File: src/rtl/seg_code_capture.sv
// Recovers 4-bit codes from a multiplexed active-low seven-segment bus.
// Define SEG_CODE_CHAR_EN to also decode the A/B/E/F character patterns.
module seg_code_capture #(
  parameter int unsigned NDIG          = 4,
  parameter int unsigned STABLE_CYCLES = 4
) (
  input  logic                  clk_i,
  input  logic                  rst_ni,
  input  logic [6:0]            seg_i,
  input  logic [NDIG-1:0]       an_i,
  input  logic                  out_ready_i,
  output logic                  out_valid_o,
  output logic [2:0]            out_digit_o,
  output logic [3:0]            out_code_o,
  output logic                  out_err_o,
  output logic                  overrun_o,
  output logic [4*NDIG-1:0]     frame_codes_o,
  output logic                  frame_done_o
);

  localparam int unsigned BusW      = NDIG + 7;
  localparam logic [7:0]  StableMax = 8'(STABLE_CYCLES);
  // Capture fires on the match that brings cnt to STABLE_CYCLES-1.
  localparam logic [7:0]  StableHit = 8'(STABLE_CYCLES - 2);

  logic [BusW-1:0]   s1_q, s2_q, sp_q;
  logic [7:0]        cnt_q, cnt_d;
  logic              done_q, done_d;

  logic              valid_q, valid_d;
  logic [2:0]        digit_q, digit_d;
  logic [3:0]        code_q, code_d;
  logic              err_q, err_d;
  logic              overrun_q, overrun_d;
  logic [4*NDIG-1:0] frame_q, frame_d;
  logic [NDIG-1:0]   mask_q, mask_d, mask_nxt;
  logic              fdone_q, fdone_d;

  logic              match, episode_hit, one_hot, cap;
  logic [NDIG-1:0]   an_low;
  logic [6:0]        seg_s;
  logic [3:0]        ones;
  logic [2:0]        idx;
  logic [4:0]        dec;

  function automatic logic [4:0] decode(input logic [6:0] p);
    logic [4:0] r;
    case (p)
      7'b1000000: r = {1'b0, 4'h0};
      7'b1111001: r = {1'b0, 4'h1};
      7'b0100100: r = {1'b0, 4'h2};
      7'b0110000: r = {1'b0, 4'h3};
      7'b0011001: r = {1'b0, 4'h4};
      7'b0010010: r = {1'b0, 4'h5};
      7'b0000010: r = {1'b0, 4'h6};
      7'b1111000: r = {1'b0, 4'h7};
      7'b0000000: r = {1'b0, 4'h8};
      7'b0010000: r = {1'b0, 4'h9};
`ifdef SEG_CODE_CHAR_EN
      7'b1000110: r = {1'b0, 4'hA};
      7'b0001100: r = {1'b0, 4'hB};
      7'b1000001: r = {1'b0, 4'hE};
      7'b0101111: r = {1'b0, 4'hF};
`endif
      default:    r = {1'b1, 4'h0};
    endcase
    return r;
  endfunction

  assign an_low = ~s2_q[BusW-1:7];
  assign seg_s  = s2_q[6:0];
  assign match  = (s2_q == sp_q);
  assign dec    = decode(seg_s);

  always_comb begin
    ones = 4'd0;
    idx  = 3'd0;
    for (int unsigned i = 0; i < NDIG; i++) begin
      if (an_low[i]) begin
        ones = ones + 4'd1;
        idx  = 3'(i);
      end
    end
  end

  assign one_hot     = (ones == 4'd1);
  assign episode_hit = match && (cnt_q == StableHit) && !done_q;
  assign cap         = episode_hit && one_hot;

  always_comb begin
    cnt_d  = cnt_q;
    done_d = done_q;
    if (!match) begin
      cnt_d  = 8'd0;
      done_d = 1'b0;
    end else begin
      if (cnt_q < StableMax) cnt_d = cnt_q + 8'd1;
      // An invalid anode pattern still consumes the episode.
      if (episode_hit) done_d = 1'b1;
    end
  end

  always_comb begin
    valid_d   = valid_q;
    digit_d   = digit_q;
    code_d    = code_q;
    err_d     = err_q;
    overrun_d = overrun_q;
    frame_d   = frame_q;
    mask_d    = mask_q;
    mask_nxt  = mask_q | an_low;
    fdone_d   = 1'b0;

    if (valid_q && out_ready_i) valid_d = 1'b0;

    if (cap) begin
      if (!valid_q || out_ready_i) begin
        valid_d = 1'b1;
        digit_d = idx;
        code_d  = dec[3:0];
        err_d   = dec[4];
      end else begin
        overrun_d = 1'b1;
      end
      // Frame tracking sees every capture, dropped ones included.
      for (int unsigned i = 0; i < NDIG; i++) begin
        if (an_low[i]) frame_d[4*i +: 4] = dec[3:0];
      end
      if (&mask_nxt) begin
        fdone_d = 1'b1;
        mask_d  = '0;
      end else begin
        mask_d  = mask_nxt;
      end
    end
  end

  always_ff @(posedge clk_i or negedge rst_ni) begin
    if (!rst_ni) begin
      s1_q      <= '1;
      s2_q      <= '1;
      sp_q      <= '1;
      cnt_q     <= 8'd0;
      done_q    <= 1'b0;
      valid_q   <= 1'b0;
      digit_q   <= 3'd0;
      code_q    <= 4'd0;
      err_q     <= 1'b0;
      overrun_q <= 1'b0;
      frame_q   <= '0;
      mask_q    <= '0;
      fdone_q   <= 1'b0;
    end else begin
      s1_q      <= {an_i, seg_i};
      s2_q      <= s1_q;
      sp_q      <= s2_q;
      cnt_q     <= cnt_d;
      done_q    <= done_d;
      valid_q   <= valid_d;
      digit_q   <= digit_d;
      code_q    <= code_d;
      err_q     <= err_d;
      overrun_q <= overrun_d;
      frame_q   <= frame_d;
      mask_q    <= mask_d;
      fdone_q   <= fdone_d;
    end
  end

  assign out_valid_o   = valid_q;
  assign out_digit_o   = digit_q;
  assign out_code_o    = code_q;
  assign out_err_o     = err_q;
  assign overrun_o     = overrun_q;
  assign frame_codes_o = frame_q;
  assign frame_done_o  = fdone_q;

endmodule

File: config.mk
export PLATFORM = sky130hd
export DESIGN_NAME = seg_code_capture
export DESIGN_NICKNAME = d
export VERILOG_FILES = /design/src/rtl/seg_code_capture.sv
export SDC_FILE = /design/constraint.sdc
export NUM_CORES = 1
export LEC_CHECK = 0
export CORE_MARGIN = 3
export CORE_UTILIZATION = 55
export DETAILED_ROUTE_END_ITERATION = 7
export PLACE_DENSITY = 0.8
export SYNTH_ARGS = -nofsm -noshare
export SYNTH_HDL_FRONTEND = slang
export SYNTH_SLANG_ARGS = --single-unit
File: constraint.sdc
create_clock -name clk_i -period 5.1 [get_ports clk_i]
set_clock_uncertainty 0.15 [all_clocks]
set_input_delay 0.51 -clock clk_i [delete_from_list [all_inputs] [get_ports clk_i]]
set_output_delay 0.51 -clock clk_i [all_outputs]
set_load 0.005 [all_outputs]
Yosys cells after proc, flatten, opt, wreduce, memory -nomap -nowiden. Cells that the tools add are included.

Register bits after elaboration: 73. Bits of input ports: 14. Output and inout bits: 27. Word-level logic and storage cells: 71.

$add $sub $neg: 4. Magnitude comparators: 1. Eq/ne operators: 14. Mux-type cells: 18. Bitwise operators: 3. Reduce and logical (&&, ||, !) cells: 15.

Operator list (number): 5-bit case mux with 10 select lines (1); 7-bit by 5-bit == test with 1-bit output, second input constant (3); 7-bit == test, second input constant (3); 4-bit two-way mux (4); 8-bit two-way mux (2); 7-bit by 6-bit == test with 1-bit output, second input constant (2); 4-bit by 1-bit adder with 4-bit output, second input constant (3); 2-bit AND reduction (6); 11-bit == test (1); 1-bit two-way mux (9); 8-bit by 1-bit adder with 8-bit output, second input constant (1); 8-bit by 2-bit == test with 1-bit output, second input constant (1); 8-bit by 3-bit < comparator with 1-bit output, second input constant (1); 7-bit by 2-bit == test with 1-bit output, second input constant (1); 7-bit zero test (1); 3-bit two-way mux (2); 4-bit by 1-bit == test with 1-bit output, second input constant (1); 1-bit logical AND (4); 2-bit by 1-bit != test with 1-bit output, second input constant (2); 4-bit NOT (1); 4-bit OR (1); 4-bit AND reduction (1); 1-bit zero test (2); 1-bit logical OR (1); 1-bit NOT (1).

Depth between registers and ports, before layout. Gate-level depths: netlist of the first run.

Word-level depth: 11. Mapped depth: 11. Gate-level depth less buffers: 10.

Worst setup path before layout of the first run. Ideal clock, no wire load.

Kind: register to register. Start: reg s2_q[7]. End: reg code_q[0] (netlist: out_code_o[0]). Library setup time: 0.125 ns. Arrival: 2.453 ns. Required time: 4.825 ns. Slack: 2.372 ns. Cell stages (with the launch flop): 11. Cell sequence: dfstp_2 > inv_1 > ha_1 > xnor2_1 > ha_1 > nor3_1 > o21ai_0 > nand3_1 > and3_1 > buf_6 > mux2_2.

Cells in the longest elaborated chain, start to end: 11.

Ends and longest elaborated chain: start: declaration (line 26) `logic [BusW-1:0] s1_q, s2_q, sp_q;`; start signal: assignment (line 155) `s2_q <= s1_q;`; 4-bit NOT (line 70) `assign an_low = ~s2_q[BusW-1:7];`; 1-bit two-way mux (line 79) `if (an_low[i]) begin`; 4-bit by 1-bit adder with 4-bit output (line 80) `ones = ones + 4'd1;`; 4-bit two-way mux (line 79); 4-bit by 1-bit adder with 4-bit output (line 80); 4-bit two-way mux (line 79); 4-bit by 1-bit adder with 4-bit output (line 80); 4-bit two-way mux (line 79); 4-bit by 1-bit == test with 1-bit output (line 86) `assign one_hot = (ones == 4'd1);`; 1-bit logical AND * (line 88) `assign cap = episode_hit && one_hot;`; 2-bit AND reduction (no source line) *; end signal: assignment (line 161) `code_q <= code_d;`; end: declaration (line 32) `logic [3:0] code_q, code_d;`.

Mark *: on every way between the ends. The rest lies on a longest branch, timed or not. A chain may end at the register's enable or synchronous reset.

Worst setup path after layout of the first run.
Start: reg s2_q[7]. End: reg code_q[3] (netlist: out_code_o[3]).

Same word-level chain as after synthesis.

==> qor.yml, run 1 <==
global_routing:
  grt_pass1_vias: 1789
  grt_pass1_wl_um: 8630
  antenna_found_initial: 0
  grtUsageTotal_pct: 18.5
  overflow: 0
  grt_max_degree: 73
clock_network:
  cts-buffers-inserted: 9
  cts_setup_buffers: 0
  clock_sinks: 72
  cts_buffer_depth: 2
  clkSlewWorstSetupHoldPaths_ns: 0.07
  postCtsHoldBufs: 0
  cts_resized: 0
  cts-htree-levels: 3
  root_buffer: "clkbuf_8"
  cts_tree: "done"
  clk-insertion-delay-late_ns: 0.33
die:
  dieArea_um2: 6260
  die_y_um: 79.1
  num_rows: 25
  core_area_um2: 4940
  ios: 41
  die_w_um: 79.1
  start_util_pct: 59.5
timing:
  tightestPinTransition_ns: 0.875
  max_freq_mhz: 326
  setup_violations: 0
  final.period_utilization_pct: 60.2
  relSlewSlack_pct: 41.4
  holdWs_ns: 0.199
  finalHoldViolCount: 0
  grt_setup_unrepaired: "false"
  slew_viol_final: 0
  finalSetupTns_ns: 0
  fin_crit_ns: 3.07
  setup_ws_ns: 2.03
synth:
  synthFlopType: "dfrtp_1"
  synth.distinct_cells: 43
  synth.cell_area_um2: 2940
  ys_warn_count: 0
  synth_edf_count: 0
  seq_area_frac_synth_pct: 62.7
  synthCells: 220
  syn_area_per_cell_um2: 13.4
  async_flop_share_pct: 100
  syn_nets: 239
  synth-seq-cells: 72
worst_setup_path:
  regToRegEndpoint: "out_code_o[3]"
  rr_worst_depth: 9
  r2r_setup_slack_ns: 2.03
  critPathLaunch: "s2_q[7]"
  cp-end-kind: "register"
  critPathLaunchType: "register"
  worst_ep_arrival_time_ns: 3.14
  reg2reg_from: "s2_q[7]"
  crit_required_ns: 5.17
  cp-endpoint: "out_code_o[3]"
  crit_path_max_fanout: 8
  worstSetupPathType: "reg2reg"
detailed_routing:
  drt_iter0_markers: 91
  drcViolationCount: 0
  viasPerCell: 5.30
  vias: 1765
  ant_nets: 0
  drtPass1Iterations: 4
  wire_per_inst_um: 14.9
  wl_um: 4960
power:
  power_density_nw_per_um2: 299
  p_leak_nw: 1.56
  vdd_drop_max_uv: 207
placed_design:
  place_congestion: 0.749
  hpwl_um: 3580
  place_inst: 317
  postPlaceCellArea_um2: 3370
  place.port_buffers: 39
  dpl_worst_slack_ns: 2.05
finish:
  finalNetCount: 280
  fin_cells: 333
  syn_to_final_growth_pct: 20.5
  finalInstanceArea_um2: 3540
  drive_gt1_share_pct: 28.9
  final_common_cell: "dfrtp_1"
  diodes: 0
  layout_common_cells: "dfrtp_1 (39), clkdlybuf4s50_1 (38), dfstp_2 (33), mux2_2 (23), xnor2_1 (15)"
  fillerInstances: 360
hold_path:
  hp-class: "reg2reg"
  min_from: "s1_q[4]"
job:
  cap_viol_max_count: 0
run_status:
  outcome: "complete, no violations"
## worst min path at each step
stage / to / slack (ns) / depth (start not counted)
after detailed placement: s2_q[4] / 0.20 / 0
after CTS: s2_q[4] / 0.21 / 0
after floorplan: cnt_q[0] / 0.06 / 0
after global placement: s2_q[10] / 0.20 / 0
final: s2_q[4] / 0.20 / 0
after global routing: s2_q[4] / 0.20 / 0
## area by class of cell
| type | instances | area [um2] | area share, % |
|---|---|---|---|
| Multi-Input combinational cell | 126 | 1000 | 28.3 |
| Inverter | 12 | 45.0 | 1.27 |
| Sequential cell | 72 | 1840 | 52.0 |
| Tap cell | 67 | 83.8 | 2.37 |
| Clock inverter | 3 | 16.3 | 0.459 |
| Timing Repair Buffer | 40 | 393 | 11.1 |
| Clock buffer | 13 | 159 | 4.49 |
## where the power goes
| part | switching, W | leakage [nW] | internal [W] | total (W) |
|---|---|---|---|---|
| combinational | 0.0000300 | 0.570 | 0.0000268 | 0.0000568 |
| sequential | 0.0000151 | 0.892 | 0.000595 | 0.000611 |
| clock | 0.000191 | 0.0937 | 0.000202 | 0.000393 |
| total | 0.000236 | 1.56 | 0.000824 | 0.00106 |
## critical path, stage by stage (launching register included)
cell and delay (ns):
dfstp_2 0.57, inv_1 0.07, ha_1 0.38, xnor2_1 0.16, ha_1 0.32, nor3_1 0.17
o21ai_0 0.09, nand3_1 0.25, and3_1 0.42, mux2_2 0.38
## state kept, by name, summed over array words and instances (netlist names), 2 cells and up
| register | flops |
|---|---|
| s1_q | 11 |
| s2_q | 11 |
| sp_q | 11 |
| out_digit_o | 2 |
| mask_q | 4 |
| out_code_o | 4 |
| frame_codes_o | 16 |
| cnt_q | 8 |
## per-layer routing
metal | share of wire, % | vias to the layer above | global-route usage, %
met3 | 4.3 | 15 | 3.85
met4 | 3.1 | 0 | 11.7
met2 | 48 | 54 | 28.7
met1 | 44 | 850 | 23.6
met5 | 0 | - | 0
li1 | - | 846 | -
## through the flow
step | total power [W] | util, %
after floorplan | 0.000649 | -
after global placement | 0.000674 | 68.1
after detailed placement | 0.000678 | 68.1
after CTS | 0.00108 | 71.6
after global routing | 0.00111 | 71.6
final | 0.00106 | 71.6
## synth_stat cells, types with 2 or more instances
cell	instances	share of area (%)
dfrtp_1	39	33
dfstp_2	33	30
mux2_2	23	8.8
xnor2_1	15	4.5
inv_1	12	1.5
nand4_1	10	2.1
nor2_1	9	1.1
clkbuf_1	7	0.89
and2_1	6	1.3
nand2_1	6	0.77
a21boi_0	5	1.3
ha_1	5	2.1
and3b_1	4	1.2
nor3b_1	4	1.0
a21oi_1	3	0.51
nand3_1	3	0.51
nor2b_1	3	0.64
nor3_1	3	0.51
a31oi_1	2	0.43
and3_1	2	0.43
nand2b_1	2	0.43
nor3_2	2	0.68
o21ai_0	2	0.34
## cell families after synthesis
family                     Yosys count  share of synthesized area (%)
and+or+nand+nor                     58                           12.4
buffers and inverters               22                           3.24
DFF                                 72                           62.7
other                                1                          0.128
xor gates and xnor gates            15                           4.47
muxes                               24                           9.15
adders and majority gates            5                           2.13
AOI/OAI and AO/OA                   23                           5.79
Power figures use the tool's default switching activity.
==> inputs of run 2 (changes only) <==
--- a/config.mk
+++ b/config.mk
@@ -6,9 +6,9 @@
 export NUM_CORES = 1
 export LEC_CHECK = 0
 export CORE_MARGIN = 3
-export CORE_UTILIZATION = 55
+export CORE_UTILIZATION = 54
 export DETAILED_ROUTE_END_ITERATION = 7
-export PLACE_DENSITY = 0.8
+export PLACE_DENSITY = 0.79
 export SYNTH_ARGS = -nofsm -noshare
 export SYNTH_HDL_FRONTEND = slang
 export SYNTH_SLANG_ARGS = --single-unit
==> constraint.sdc (replaced) <==
create_clock -name clk_i -period 3 [get_ports clk_i]
set_clock_uncertainty 0.15 [all_clocks]
set_input_delay 0.3 -clock clk_i [delete_from_list [all_inputs] [get_ports clk_i]]
set_output_delay 0.3 -clock clk_i [all_outputs]
set_load 0.005 [all_outputs]
==> run 2 against run 1 <==
Worst hold slack better by 0.0059 ns. Routed wire length down 1.8%. Sequential power up 70%. Non-clock buffer count up 4. Flip-flop and latch count unchanged. Critical path type unchanged. Largest power group unchanged.
==> qor.yml, run 2 (synthesis gave the netlist of run 1 again) <==
run_status:
  outcome: "complete, no violations"
timing:
  setup_violations: 0
  tightestPinTransition_ns: 0.790
  final.period_utilization_pct: 93.1
  slew_viol_final: 0
  finalSetupTns_ns: 0
  relSlewSlack_pct: 47.3
  max_freq_mhz: 358
  finalHoldViolCount: 0
  fin_crit_ns: 2.79
  holdWs_ns: 0.205
  grt_setup_unrepaired: "false"
hold_path:
  hold_depth: 0
  min_from: "s1_q[2]"
  hold_end: "s2_q[2]"
  hp-class: "reg2reg"
die:
  die_w_um: 79.8
  core_area_um2: 5170
  num_rows: 26
  ios: 41
  die_y_um: 79.8
  dieArea_um2: 6360
  start_util_pct: 56.8
global_routing:
  antenna_found_initial: 0
  grt_pass1_wl_um: 8490
  met3_usage_pct: 4.40
  busiest_layer: "met2"
  overflow: 0
  grt_max_degree: 39
  met1_usage_pct: 23.0
  use_met2_pct: 27.5
  grt_pass1_vias: 1805
  grtUsageTotal_pct: 17.5
finish:
  finalNetCount: 284
  final_common_cell: "dfrtp_1"
  layout_common_cells: "dfrtp_1 (39), clkdlybuf4s50_1 (38), dfstp_2 (33), mux2_2 (23), xnor2_1 (15)"
  fillerInstances: 368
  diodes: 0
  largest_reg_flops: 16
  seq_area_um2: 1840
  multi_input_area_um2: 1010
  syn_to_final_growth_pct: 22.3
  drive_gt1_share_pct: 30.7
  utilization_pct: 69.5
worst_setup_path:
  crit_path_max_fanout: 8
  critPathLaunchType: "register"
  reg2reg_from: "s2_q[7]"
  rr_worst_depth: 9
  crit_required_ns: 3.07
  r2r_setup_slack_ns: 0.21
  cp-end-kind: "register"
  regToRegEndpoint: "frame_codes_o[11]"
  worstSetupPathType: "reg2reg"
  worst_ep_arrival_time_ns: 2.87
detailed_routing:
  viasPerCell: 5.22
  wire_per_inst_um: 14.3
  drcViolationCount: 0
  drtPass1Iterations: 4
  wl_um: 4870
  ant_nets: 0
  vias: 1776
  drt_iter0_markers: 105
placed_design:
  place_congestion: 0.815
  place.port_buffers: 39
  hpwl_um: 3530
clock_network:
  clock_sinks: 72
  cts-htree-levels: 3
  cts_buffer_depth: 2
  cts-buffers-inserted: 9
  root_buffer: "clkbuf_8"
  clk-insertion-delay-late_ns: 0.33
  cts_setup_buffers: 0
  clkSlewWorstSetupHoldPaths_ns: 0.08
  cts_tree: "done"
power:
  p_leak_nw: 1.58
  power_density_nw_per_um2: 501
  vdd_drop_max_uv: 425
job:
  cap_viol_max_count: 0
## run 2: layout make-up
class,count,share of cell area (%)
sequential,72,51.3
inverter,12,1.25
tap,70,2.44
clock inverter,5,0.870
timing repair buffer,44,12.2
clock buffer,11,3.93
multi-input combinational,126,28.0
## run 2: stage by stage
stage | cells | power (W) | cell area (um2) | worst slack, ns
5_1_grt | 340 | 0.00189 | 3590 | 0.00866
4_1_cts | 340 | 0.00183 | 3590 | 0.0405
2_1_floorplan | 220 | 0.00110 | 2940 | 0.272
6_report | 340 | 0.00180 | 3590 | 0.206
3_5_place_dp | 323 | 0.00116 | 3400 | 0.0578
3_3_place_gp | 323 | 0.00115 | 3400 | 0.135
## run 2: how the worst max path moves through the flow
stage	startpoint	end
6_report	s2_q[7]	frame_codes_o[11]
5_1_grt	s2_q[7]	frame_codes_o[11]
4_1_cts	s2_q[7]	out_code_o[1]
3_5_place_dp	s2_q[7]	out_code_o[1]
3_3_place_gp	s2_q[7]	out_err_o
2_1_floorplan	s2_q[7]	out_code_o[0]
## run 2: critical path, cell delays in order, from the launching register on
cell,delay [ns]
dfstp_2,0.58
inv_1,0.07
ha_1,0.32
xnor2_1,0.14
ha_1,0.23
and3b_1,0.18
o211ai_1,0.20
nand3_2,0.18
nand4_1,0.27
mux2_2,0.37
## run 2: what timing repair did
item | in CTS | in global routing
hold buffers | 1 | 0
setup endpoints to repair | 0 | 23
gates resized for setup | 0 | 2
endpoints found under the hold margin | 33 | 0
## run 2: metal layers
layer,wire (um),share of wire [%]
met1,2250,46
met2,2370,49
met3,203,4.2
met4,53,1.1
met5,0,0
## run 2: power breakdown
part	internal [W]	leakage [nW]	switching, W	total (W)
registers	0.00101	0.892	0.0000265	0.00104
logic	0.0000501	0.597	0.0000514	0.000102
clock network	0.000322	0.0939	0.000338	0.000660
total	0.00138	1.58	0.000416	0.00180
